[config.mk]
export PLATFORM = sky130hd
export DESIGN_NAME = debug_bus_arbiter_flat
export DESIGN_NICKNAME = d
export VERILOG_FILES = /design/src/rtl/debug_bus_arbiter_if.sv /design/src/rtl/debug_bus_arbiter.sv /design/src/flat_wrapper.sv
export SDC_FILE = /design/constraint.sdc
export NUM_CORES = 1
export LEC_CHECK = 0
export CAP_MARGIN = 30
export CORE_ASPECT_RATIO = 1.4
export CORE_MARGIN = 1.5
export CORE_UTILIZATION = 40
export CTS_BUF_LIST = sky130_fd_sc_hd__clkbuf_4 sky130_fd_sc_hd__clkbuf_8
export DETAILED_ROUTE_END_ITERATION = 6
export DONT_BUFFER_PORTS = 1
export GPL_TIMING_DRIVEN = 0
export PLACE_DENSITY = 0.66
export SLEW_MARGIN = 20
export SYNTH_ARGS = -nofsm -noshare
export SYNTH_HDL_FRONTEND = slang
export SYNTH_SLANG_ARGS = --single-unit
[constraint.sdc]
create_clock -name clk -period 9.9 [get_ports clk]
set_clock_uncertainty 0.2 [all_clocks]
set_input_delay 1.98 -clock clk [delete_from_list [all_inputs] [get_ports clk]]
set_output_delay 1.98 -clock clk [all_outputs]
set_load 0.05 [all_outputs]
[src/rtl/debug_bus_arbiter_if.sv]
// Request/ack memory bus shared by the CPU port and the memory port of the arbiter.
// Latency: none, wires only.
// Backpressure: the master holds req, we, addr and wdata until the slave pulses ack.
interface debug_bus_arbiter_if;
    logic        req;
    logic        we;
    logic [31:0] addr;
    logic [31:0] wdata;
    logic [31:0] rdata;
    logic        ack;

    modport master (output req, we, addr, wdata, input  rdata, ack);
    modport slave  (input  req, we, addr, wdata, output rdata, ack);
endinterface

[src/rtl/debug_bus_arbiter.sv]
// Arbitrates one memory port between the CPU and a JTAG debug port, and drives halt/step; DBG_AUTOINC_EN adds an auto-incrementing debug address.
// Latency: 3 clk to synchronize TCK-domain controls, +1 clk to mem_req; cpu_ack/dbg_done follow mem_ack by 1 clk.
// Backpressure: requests wait in IDLE until the active access sees mem_ack; there is no preemption and at least one IDLE cycle between accesses.
module debug_bus_arbiter (
    input  logic                       clk,
    input  logic                       rst,
    input  logic [31:0]                dbg_addr,
    input  logic [31:0]                dbg_wdata,
    input  logic                       dbg_rd_wr,
    input  logic                       dbg_enable,
    input  logic                       dbg_step,
    input  logic                       dbg_run,
    output logic [31:0]                dbg_rdata,
    output logic                       dbg_done,
    output logic                       cpu_halt,
    output logic                       cpu_step,
    debug_bus_arbiter_if.slave         cpu,
    debug_bus_arbiter_if.master        mem
);
    typedef enum logic [1:0] {IDLE, CPU_ACC, DBG_ACC} state_t;

    state_t      state, state_nxt;
    logic [2:0]  en_sync, step_sync;
    logic [1:0]  run_sync;
    logic        en_rise, step_rise;
    logic        dbg_pend;
    logic        cpu_fin, dbg_fin;
    logic [31:0] dbg_acc_addr;

    always_ff @(posedge clk or posedge rst) begin
        if (rst) begin
            en_sync   <= '0;
            step_sync <= '0;
            run_sync  <= '0;
        end else begin
            en_sync   <= {en_sync[1:0], dbg_enable};
            step_sync <= {step_sync[1:0], dbg_step};
            run_sync  <= {run_sync[0], dbg_run};
        end
    end

    assign en_rise   = en_sync[1] & ~en_sync[2];
    assign step_rise = step_sync[1] & ~step_sync[2];
    // run_sync resets to 0, so the CPU comes out of reset halted
    assign cpu_halt  = ~run_sync[1];

    assign cpu_fin = (state == CPU_ACC) && mem.ack;
    assign dbg_fin = (state == DBG_ACC) && mem.ack;

`ifdef DBG_AUTOINC_EN
    logic [31:0] addr_sync0, addr_sync1, addr_sync2, dbg_ptr;

    // A new host address reloads the pointer; otherwise it advances per completed access.
    always_ff @(posedge clk or posedge rst) begin
        if (rst) begin
            addr_sync0 <= '0;
            addr_sync1 <= '0;
            addr_sync2 <= '0;
            dbg_ptr    <= '0;
        end else begin
            addr_sync0 <= dbg_addr;
            addr_sync1 <= addr_sync0;
            addr_sync2 <= addr_sync1;
            if (addr_sync1 != addr_sync2)
                dbg_ptr <= addr_sync1;
            else if (dbg_fin)
                dbg_ptr <= dbg_ptr + 32'd4;
        end
    end

    assign dbg_acc_addr = dbg_ptr;
`else
    assign dbg_acc_addr = dbg_addr;
`endif

    always_ff @(posedge clk or posedge rst) begin
        if (rst) state <= IDLE;
        else     state <= state_nxt;
    end

    // cpu.ack still high means the CPU has not yet dropped the request it just completed
    always_comb begin
        state_nxt = state;
        case (state)
            IDLE: begin
                if (dbg_pend)                state_nxt = DBG_ACC;
                else if (cpu.req && !cpu.ack) state_nxt = CPU_ACC;
            end
            CPU_ACC, DBG_ACC: begin
                if (mem.ack) state_nxt = IDLE;
            end
            default: state_nxt = IDLE;
        endcase
    end

    always_ff @(posedge clk or posedge rst) begin
        if (rst) begin
            mem.req   <= 1'b0;
            mem.we    <= 1'b0;
            mem.addr  <= '0;
            mem.wdata <= '0;
        end else if (state == IDLE && state_nxt == DBG_ACC) begin
            mem.req   <= 1'b1;
            mem.we    <= dbg_rd_wr;
            mem.addr  <= dbg_acc_addr;
            mem.wdata <= dbg_wdata;
        end else if (state == IDLE && state_nxt == CPU_ACC) begin
            mem.req   <= 1'b1;
            mem.we    <= cpu.we;
            mem.addr  <= cpu.addr;
            mem.wdata <= cpu.wdata;
        end else if (cpu_fin || dbg_fin) begin
            mem.req   <= 1'b0;
        end
    end

    always_ff @(posedge clk or posedge rst) begin
        if (rst) begin
            dbg_pend  <= 1'b0;
            dbg_done  <= 1'b0;
            dbg_rdata <= '0;
            cpu.ack   <= 1'b0;
            cpu.rdata <= '0;
            cpu_step  <= 1'b0;
        end else begin
            cpu.ack  <= cpu_fin;
            cpu_step <= step_rise & cpu_halt;
            if (cpu_fin)
                cpu.rdata <= mem.rdata;
            if (dbg_fin) begin
                dbg_pend <= 1'b0;
                dbg_done <= 1'b1;
                if (!mem.we) dbg_rdata <= mem.rdata;
            end else if (en_rise && !dbg_pend) begin
                dbg_pend <= 1'b1;
                dbg_done <= 1'b0;
            end
        end
    end
endmodule

[src/flat_wrapper.sv]
// flat-port wrapper written by rule: the top's interface ports become plain ports
module debug_bus_arbiter_flat 
  (clk, rst, dbg_addr, dbg_wdata, dbg_rd_wr, dbg_enable, dbg_step, dbg_run, dbg_rdata, dbg_done, cpu_halt, cpu_step, cpu_req, cpu_we, cpu_addr, cpu_wdata, cpu_rdata, cpu_ack, mem_req, mem_we, mem_addr, mem_wdata, mem_rdata, mem_ack);
  debug_bus_arbiter_if cpu_i ();
  debug_bus_arbiter_if mem_i ();
  input  logic clk;
  input  logic rst;
  input  logic [31:0] dbg_addr;
  input  logic [31:0] dbg_wdata;
  input  logic dbg_rd_wr;
  input  logic dbg_enable;
  input  logic dbg_step;
  input  logic dbg_run;
  output logic [31:0] dbg_rdata;
  output logic dbg_done;
  output logic cpu_halt;
  output logic cpu_step;
  input wire logic [$bits(cpu_i.req)-1:0] cpu_req;
  input wire logic [$bits(cpu_i.we)-1:0] cpu_we;
  input wire logic [$bits(cpu_i.addr)-1:0] cpu_addr;
  input wire logic [$bits(cpu_i.wdata)-1:0] cpu_wdata;
  output wire logic [$bits(cpu_i.rdata)-1:0] cpu_rdata;
  output wire logic [$bits(cpu_i.ack)-1:0] cpu_ack;
  output wire logic [$bits(mem_i.req)-1:0] mem_req;
  output wire logic [$bits(mem_i.we)-1:0] mem_we;
  output wire logic [$bits(mem_i.addr)-1:0] mem_addr;
  output wire logic [$bits(mem_i.wdata)-1:0] mem_wdata;
  input wire logic [$bits(mem_i.rdata)-1:0] mem_rdata;
  input wire logic [$bits(mem_i.ack)-1:0] mem_ack;
  assign cpu_i.req = cpu_req;
  assign cpu_i.we = cpu_we;
  assign cpu_i.addr = cpu_addr;
  assign cpu_i.wdata = cpu_wdata;
  assign cpu_rdata = cpu_i.rdata;
  assign cpu_ack = cpu_i.ack;
  assign mem_req = mem_i.req;
  assign mem_we = mem_i.we;
  assign mem_addr = mem_i.addr;
  assign mem_wdata = mem_i.wdata;
  assign mem_i.rdata = mem_rdata;
  assign mem_i.ack = mem_ack;
  debug_bus_arbiter u_core (.clk(clk), .rst(rst), .dbg_addr(dbg_addr), .dbg_wdata(dbg_wdata), .dbg_rd_wr(dbg_rd_wr), .dbg_enable(dbg_enable), .dbg_step(dbg_step), .dbg_run(dbg_run), .dbg_rdata(dbg_rdata), .dbg_done(dbg_done), .cpu_halt(cpu_halt), .cpu_step(cpu_step), .cpu(cpu_i), .mem(mem_i));
endmodule
# Word-level counts from Yosys, hierarchy flattened
# Index checks and enable logic that the tools add are counted.
dict set report word_totals {
  ff_bits 144
  elab_cells 57
  in_bits 169
  out_inout_bits 134
}
dict set report classes {
  bitwise 7
  n_mux 17
  n_eq_ne 4
  reduce_logical 15
}
# cell n
set op_table {}
lappend op_table {{$mux W32} 4}
lappend op_table {{$mux W1} 9}
lappend op_table {{$logic_and A1 B1 Y1} 6}
lappend op_table {{$mux W2} 3}
lappend op_table {{$eq A2 B1 Y1 const B} 2}
lappend op_table {{$eq A2 B2 Y1 const B} 2}
lappend op_table {{$not A1 Y1} 4}
lappend op_table {{$pmux W2 S2} 1}
lappend op_table {{$reduce_bool A2 Y1} 2}
lappend op_table {{$and A1 B1 Y1} 3}
lappend op_table {{$reduce_bool A3 Y1} 1}
lappend op_table {{$logic_not A1 Y1} 2}
lappend op_table {{$logic_not A2 Y1} 1}
lappend op_table {{$reduce_and A2 Y1} 1}
lappend op_table {{$reduce_or A2 Y1} 1}
lappend op_table {{$logic_or A1 B1 Y1} 1}

# Logic depth before layout (Yosys ltp)
# Gate-level depths: netlist of the first run.
dict set report depth {
  depth_word 9
  ltp_mapped 9
}

# Worst setup path before layout of the first run
# Ideal clock, no wire load.
dict set report synth_path {
  path_kind {input -> register}
  startpoint {input port mem_ack}
  endpoint {register u_core.mem.addr[0]}
  stages 8
  t_required_ns 9.569
  setup_time_ns 0.131
  arrival_ns 3.138
  slack_ns 6.431
  path_cell_list {buf_2 nand3b_1 o211ai_2 buf_6 and3_4 buf_6 buf_12 o221ai_2}
}
dict set report synth_via {
  elab_chain_cells 5
  elab_cells_between_ends 8
  cone_classes {2 x eq/ne; 3 x mux; 3 x reduce/logical}
}
# element line_no
set synth_rtl {}
lappend synth_rtl {{start: declaration} flat_wrapper.sv:29} ;# input wire logic [$bits(mem_i.ack)-1:0] mem_ack;
lappend synth_rtl {{$mux W2 (*)} debug_bus_arbiter.sv:90} ;# if (mem.ack) state_nxt = IDLE;
lappend synth_rtl {{$pmux W2 S2 (*)} debug_bus_arbiter.sv:84} ;# case (state)
lappend synth_rtl {{$eq A2 B2 Y1 or $eq A2 B1 Y1 (tied branches)} {debug_bus_arbiter.sv:102, debug_bus_arbiter.sv:107}}
lappend synth_rtl {{$logic_and A1 B1 Y1, on equally long branches} {debug_bus_arbiter.sv:102, debug_bus_arbiter.sv:107}}
lappend synth_rtl {{$mux W32 or $reduce_bool A2 Y1 (tied branches)} n/a}
lappend synth_rtl {{end: declaration} debug_bus_arbiter_if.sv:12} ;# modport master (output req, we, addr, wdata, input rdata, ack);
# Every way passes the cells marked *; elsewhere a longest branch is shown, timed or not.
# A chain may end at the register's enable or synchronous reset.

# Worst setup path in the final report of the first run
dict set report layout_path {
  startpoint {input port cpu_req}
  endpoint {register u_core.mem.addr[4]}
}
dict set report layout_via {
  elab_chain_cells 7
  elab_cells_between_ends 10
  cone_classes {2 x eq/ne; 4 x mux; 4 x reduce/logical}
}
# element line_no
set layout_rtl {}
lappend layout_rtl {{start: declaration} flat_wrapper.sv:18} ;# input wire logic [$bits(cpu_i.req)-1:0] cpu_req;
lappend layout_rtl {{$logic_and A1 B1 Y1 (*)} debug_bus_arbiter.sv:87} ;# else if (cpu.req && !cpu.ack) state_nxt = CPU_ACC;
lappend layout_rtl {{$mux W2 (*)} debug_bus_arbiter.sv:87}
lappend layout_rtl {{$mux W2 (*)} debug_bus_arbiter.sv:86} ;# if (dbg_pend) state_nxt = DBG_ACC;
lappend layout_rtl {{$pmux W2 S2 (*)} debug_bus_arbiter.sv:84}
lappend layout_rtl {{$eq A2 B2 Y1 or $eq A2 B1 Y1 (tied branches)} {debug_bus_arbiter.sv:102, debug_bus_arbiter.sv:107}}
lappend layout_rtl {{$logic_and A1 B1 Y1, on equally long branches} {debug_bus_arbiter.sv:102, debug_bus_arbiter.sv:107}}
lappend layout_rtl {{$mux W32 or $reduce_bool A2 Y1 (tied branches)} n/a}
# Marked as above.

==> results of run 1 <==
-- registers in the layout (all words and copies together), names as in the netlist --
name	count
u_core.mem.addr	32
u_core.dbg_done	1
u_core.en_sync	3
u_core.cpu.ack	1
u_core.cpu.rdata	32
u_core.state	2
u_core.step_sync	3
u_core.mem.wdata	32
u_core.cpu_step	1
u_core.dbg_rdata	32
u_core.dbg_pend	1
u_core.mem.we	1
u_core.mem.req	1
u_core.run_sync	2
-- cell type report --
cell class,instances,area (µm²),area share [%]
clock inverter,14,139,1.85
tap,203,254,3.39
clock buffer,18,248,3.31
sequential,144,3600,48.1
multi-input combinational,288,2570,34.4
inverter,71,274,3.66
buffer,56,370,4.94
timing repair buffer,1,27.5,0.368
-- cells by family after synthesis --
| logic type | synth area share (%) |
|---|---|
| AND/OR/NAND/NOR | 7.55 |
| buffers and inverters | 9.35 |
| adder cells (fa/ha/maj) | 0.735 |
| AO/OA/AOI/OAI | 18.8 |
| multiplexers | 10.6 |
| flip-flops | 52.9 |
| XOR/XNOR | 0.129 |
-- per-stage QoR --
| stage | instances | setup WS (ps) | utilization [%] |
|---|---|---|---|
| after floorplan | 559 | 3850 | - |
| after global placement | 762 | 2590 | 42.2 |
| after detailed placement | 763 | 5880 | 42.4 |
| after CTS | 795 | 6350 | 44.7 |
| after global routing | 795 | 6260 | 44.7 |
| final | 795 | 6390 | 44.7 |
-- cell usage in the layout (no fill, tap or decap), types with 4 or more instances in the layout --
cell type,Yosys,layout
buf_12,5,5
buf_2,18,18
buf_6,7,7
clkbuf_1,25,25
clkbuf_8,0,18
dfrtp_1,144,144
ha_1,4,4
inv_1,71,70
inv_8,0,6
mux2_1,31,31
mux2_2,33,33
nand4_1,65,65
nor2b_1,4,4
o21ai_0,66,66
o221ai_1,15,15
o221ai_2,51,51
-- worst paths after layout --
| kind | cells past startpoint | from | endpoint | slack [ps] |
|---|---|---|---|---|
| hold reg to reg | 0 | u_core.step_sync[0] | u_core.step_sync[1] | 160 |
| hold / removal | 0 | u_core.step_sync[0] | u_core.step_sync[1] | 160 |
| max in group asynchronous | 2 | rst | u_core.mem.wdata[19] | 7530 |
| setup reg to reg | 6 | u_core.cpu.ack | u_core.mem.addr[4] | 7230 |
| setup / recovery | 6 | cpu_req | u_core.mem.addr[4] | 6390 |
| min in group asynchronous | 1 | rst | u_core.cpu.rdata[4] | 1220 |
-- routing by layer --
metal	GRT usage, %	routed length (µm)
met1	23.9	7240
met2	37.8	10400
met3	5.08	1100
met4	8.99	601
met5	0	0
==> impl_metrics.env, run 1 <==
export IMPL_status="finished clean"
export IMPL_rsz0062_at_grt="false"
export IMPL_grt_max_degree=74
export IMPL_antennaDiodeCount=0
export IMPL_hold_viol_final=0
export IMPL_fillCellCount=1574
export IMPL_timing_final_max_slew_violations=0
export IMPL_io_buffers=0
export IMPL_cp_slowest_stage_delay_ps=520
export IMPL_final_setup_tns_ps=0
export IMPL_yosysUniqueCellTypes=28
export IMPL_cts_tree="built"
export IMPL_critical_path_max_fanout=10
export IMPL_critPathArrivalTime_ps=3650
export IMPL_die_w_um=113
export IMPL_clock_fmax_mhz=285
export IMPL_hp_class="flip-flop to flip-flop"
export IMPL_totalWireLength_mm=19.4
export IMPL_yosysSeqAreaShare_pct=52.9
export IMPL_ioPinCount=303
export IMPL_path_cells="nor2b_1, o211ai_2, buf_6, clkbuf_1, nand4_1, o221ai_2"
export IMPL_cap_violations=0
export IMPL_areaGrowthSynthToFinish_pct=9.92
export IMPL_yosys_top_cells_count="dfrtp_1 (144), inv_1 (71), o21ai_0 (66)"
export IMPL_antenna_left=0
export IMPL_synth_nets=732
export IMPL_cts_root_buffer="clkbuf_8"
export IMPL_path_buf_inv=2
export IMPL_synth_most_common_cell="dfrtp_1"
export IMPL_cp_slowest_cell="o211ai_2"
export IMPL_grt_overflow=0
export IMPL_nets=752
export IMPL_clkLatencyLatePin_ps=430
export IMPL_synth_seq_cells=144
export IMPL_synth_edf_count=0
export IMPL_syn_inst=559
export IMPL_start_util_pct=40.7
export IMPL_wl_per_cell_um=24.4
export IMPL_setup_violations=0
export IMPL_drc=0
export IMPL_drive_above_1_share_pct=25.7
export IMPL_track_usage_pct=21.1
export IMPL_rows=56
export IMPL_numCtsBuffers=17
export IMPL_cts_sink_count=144
export IMPL_antenna_found_initial=0
export IMPL_synth_top_cell_area_share_pct=52.9
export IMPL_via_per_inst=6.20
export IMPL_core_area_mm2=0.0167
export IMPL_dieHeight_um=157
export IMPL_final_area_mm2=0.00749
export IMPL_syn_area_per_cell_um2=12.2
export IMPL_netlist_area_mm2=0.00681
export IMPL_drt_iter0_drc=310
export IMPL_fin_hold_ws_ps=156
export IMPL_yosys_area_top_type="dfrtp_1"
export IMPL_period_needed_ps=3510
export IMPL_postCtsSetupRepairBufs=0
export IMPL_drt_pass1_iter_count=4
export IMPL_cpLargestDelayFamily="buffers and inverters"
export IMPL_clk_pin_slew_ps=90
export IMPL_max_slew_margin_pct=52.7
export IMPL_synthTopCellsByArea="dfrtp_1 (53%), o221ai_2 (11%), nand4_1 (6.0%), mux2_2 (5.5%), mux2_1 (5.1%)"
export IMPL_synth_ff_type="dfrtp_1"
export IMPL_cts_resized=0
export IMPL_synthArstFlopShare_pct=100
export IMPL_grt_pass1_vias=5049
export IMPL_worst_slew_pin_slew_ps=710
export IMPL_htreeDepth=4
export IMPL_dpl_cell_area_mm2=0.00710
export IMPL_post_dp_hpwl_mm=14.7
export IMPL_cp_required_ps=10040
export IMPL_post_route_period_util_pct=35.4
export IMPL_clk_path_buf_depth=2
export IMPL_grt_pass1_wl_mm=28.7
export IMPL_end_kind="flip-flop"
export IMPL_postCtsHoldBufs=0
export IMPL_via_count=4927
export IMPL_place_congestion=0.740
export IMPL_start_kind="input port"
export IMPL_die_area_mm2=0.0178
export IMPL_yosysWarnings=0
export IMPL_critPathKind="input port to flip-flop"
Power of run 1 is left out: the tool's default activity adds up to more than one toggle a clock period on the data nets, which glitch-free logic cannot reach.
==> run 2, diff against run 1 <==
PLACE_DENSITY = 0.68   (was 0.66)
clock period = 3.2 ns   (was 9.9 ns; I/O delays follow)
==> run 2 against run 1 <==
Global-route usage down 0.076 points. Critical path type is now flip-flop to flip-flop. Design area increased by 1.1%. Highest routed layer unchanged. Count of clock-buffer cells in the layout fell by 1. Sequential share of layout area decreased by 0.53 points. Routed wire length fell by 0.86%. Worst setup slack worse by 5800 ps. Hold slack worse by 41 ps. First-iteration DRC count shrank 10%. Final cell count is 0.88% higher.
==> impl_metrics.env, run 2 (synthesized netlist as in run 1, its figures left out) <==
export IMPL_status="finished clean"
export IMPL_path_buf_inv=3
export IMPL_path_cells="inv_1, ha_1, nand2_1, o211ai_2, buf_6, clkbuf_1, o21ai_0, o221ai_2"
export IMPL_clk_pin_slew_ps=100
export IMPL_antenna_found_initial=0
export IMPL_clkLatencyLatePin_ps=440
export IMPL_setup_violations=0
export IMPL_cp_slowest_stage_delay_ps=460
export IMPL_start_kind="flip-flop"
export IMPL_whs_endpoint="u_core.cpu.rdata[20]"
export IMPL_drc=0
export IMPL_ioPinCount=303
export IMPL_antennaDiodeCount=0
export IMPL_totalWireLength_mm=19.2
export IMPL_die_area_mm2=0.0178
export IMPL_die_w_um=113
export IMPL_clk_path_buf_depth=2
export IMPL_grt_pass1_vias=5215
export IMPL_start_util_pct=40.7
export IMPL_critical_path_max_fanout=10
export IMPL_antenna_left=0
export IMPL_max_slew_margin_pct=56.3
export IMPL_io_buffers=0
export IMPL_nets=759
export IMPL_cts_resized=0
export IMPL_drive_above_1_share_pct=25.9
export IMPL_period_needed_ps=2640
export IMPL_critPathLaunch="u_core.state[0]"
export IMPL_critPathKind="flip-flop to flip-flop"
export IMPL_final_common_cell="dfrtp_1"
export IMPL_rr_startpoint="u_core.state[0]"
export IMPL_min_delay_start="mem_rdata[20]"
export IMPL_drt_iter0_drc=279
export IMPL_numCtsBuffers=17
export IMPL_regToRegSetupSlack_ps=560
export IMPL_wl_per_cell_um=23.9
export IMPL_cp_required_ps=3370
export IMPL_clock_fmax_mhz=379
export IMPL_cts_sink_count=144
export IMPL_dieHeight_um=157
export IMPL_drt_pass1_iter_count=7
export IMPL_end_kind="flip-flop"
export IMPL_whs_path_depth=1
export IMPL_core_area_mm2=0.0167
export IMPL_cp_slowest_cell="dfrtp_1"
export IMPL_worst_slew_pin_slew_ps=656
export IMPL_via_per_inst=6.03
export IMPL_cts_root_buffer="clkbuf_8"
export IMPL_post_route_period_util_pct=82.4
export IMPL_fin_hold_ws_ps=115
export IMPL_htreeDepth=4
export IMPL_track_usage_pct=21.0
export IMPL_grt_overflow=0
export IMPL_areaGrowthSynthToFinish_pct=11.1
export IMPL_rsz0062_at_grt="false"
export IMPL_regToRegEndpoint="u_core.mem.addr[30]"
export IMPL_post_dp_hpwl_mm=14.7
export IMPL_final_cell_mix="dfrtp_1 (144), inv_1 (70), o21ai_0 (66)"
export IMPL_place_congestion=0.754
export IMPL_rows=56
export IMPL_via_count=4838
export IMPL_cts_tree="built"
export IMPL_r2r_cells=8
export IMPL_timing_final_max_slew_violations=0
export IMPL_grt_pass1_wl_mm=28.6
export IMPL_cap_violations=0
export IMPL_hold_viol_final=0
export IMPL_hp_class="input port to flip-flop"
export IMPL_grt_max_degree=36
export IMPL_critPathArrivalTime_ps=2810
export IMPL_cpLargestDelayFamily="compound AO/OA/AOI/OAI gates"
-- run 2: changes by cell type in the layout (fill, tap and decap cells not counted), sizes merged --
cell	before	now
dlygate4sd3	0	4
buf	32	35
clkinv	3	6
clkbuf	43	42
clkinvlp	3	2
inv	79	78
-- run 2: worst max-delay path by stage --
stage / to / depth (start not counted) / slack, ps
after floorplan: u_core.cpu.ack / 1 / 550
after CTS: u_core.mem.addr[30] / 6 / 490
after detailed placement: u_core.mem.addr[30] / 6 / 500
after global routing: u_core.mem.addr[28] / 8 / 310
after global placement: u_core.step_sync[0] / 1 / -80
final: u_core.mem.addr[30] / 8 / 560
-- run 2: worst reg2reg max path: stages (launching register included) --
cell,delay [ps]
dfrtp_1,460
inv_1,110
ha_1,230
nand2_1,80
o211ai_2,430
buf_6,240
clkbuf_1,440
o21ai_0,210
o221ai_2,180
-- run 2: through the flow --
step	TNS [ps]	util [%]	cell area [µm²]	worst slack, ps	instances
finish	0	45.2	7570	563	802
global route	0	45.2	7570	314	802
CTS	0	45.2	7570	493	802
detailed placement	0	42.7	7150	503	766
global placement	-9150	42.2	7070	-80.7	762
floorplan	0	-	6820	555	559
-- run 2: repair_timing --
item / 4_1_cts / 5_1_grt
setup buffers: 0 / 0
hold endpoints to repair: 23 / 0
hold buffers: 4 / 0
-- run 2: area by class of cell --
cell class / count / area (µm²)
Multi-Input combinational cell: 288 / 2570
Sequential cell: 144 / 3600
Clock inverter: 15 / 148
Timing Repair Buffer: 8 / 120
Buffer: 56 / 370
Tap cell: 203 / 254
Inverter: 71 / 270
Clock buffer: 17 / 234
Fill cell: 1536 / 9170
-- run 2: routing by layer --
layer	vias to the layer above	global-route usage [%]	part of all wire [%]
met4	0	8.39	2.3
met1	2463	22.2	36
met2	228	38.0	54
met3	31	7.70	7.9
li1	2116	-	-
met5	-	0	0
Power of run 2 is left out for the same reason.
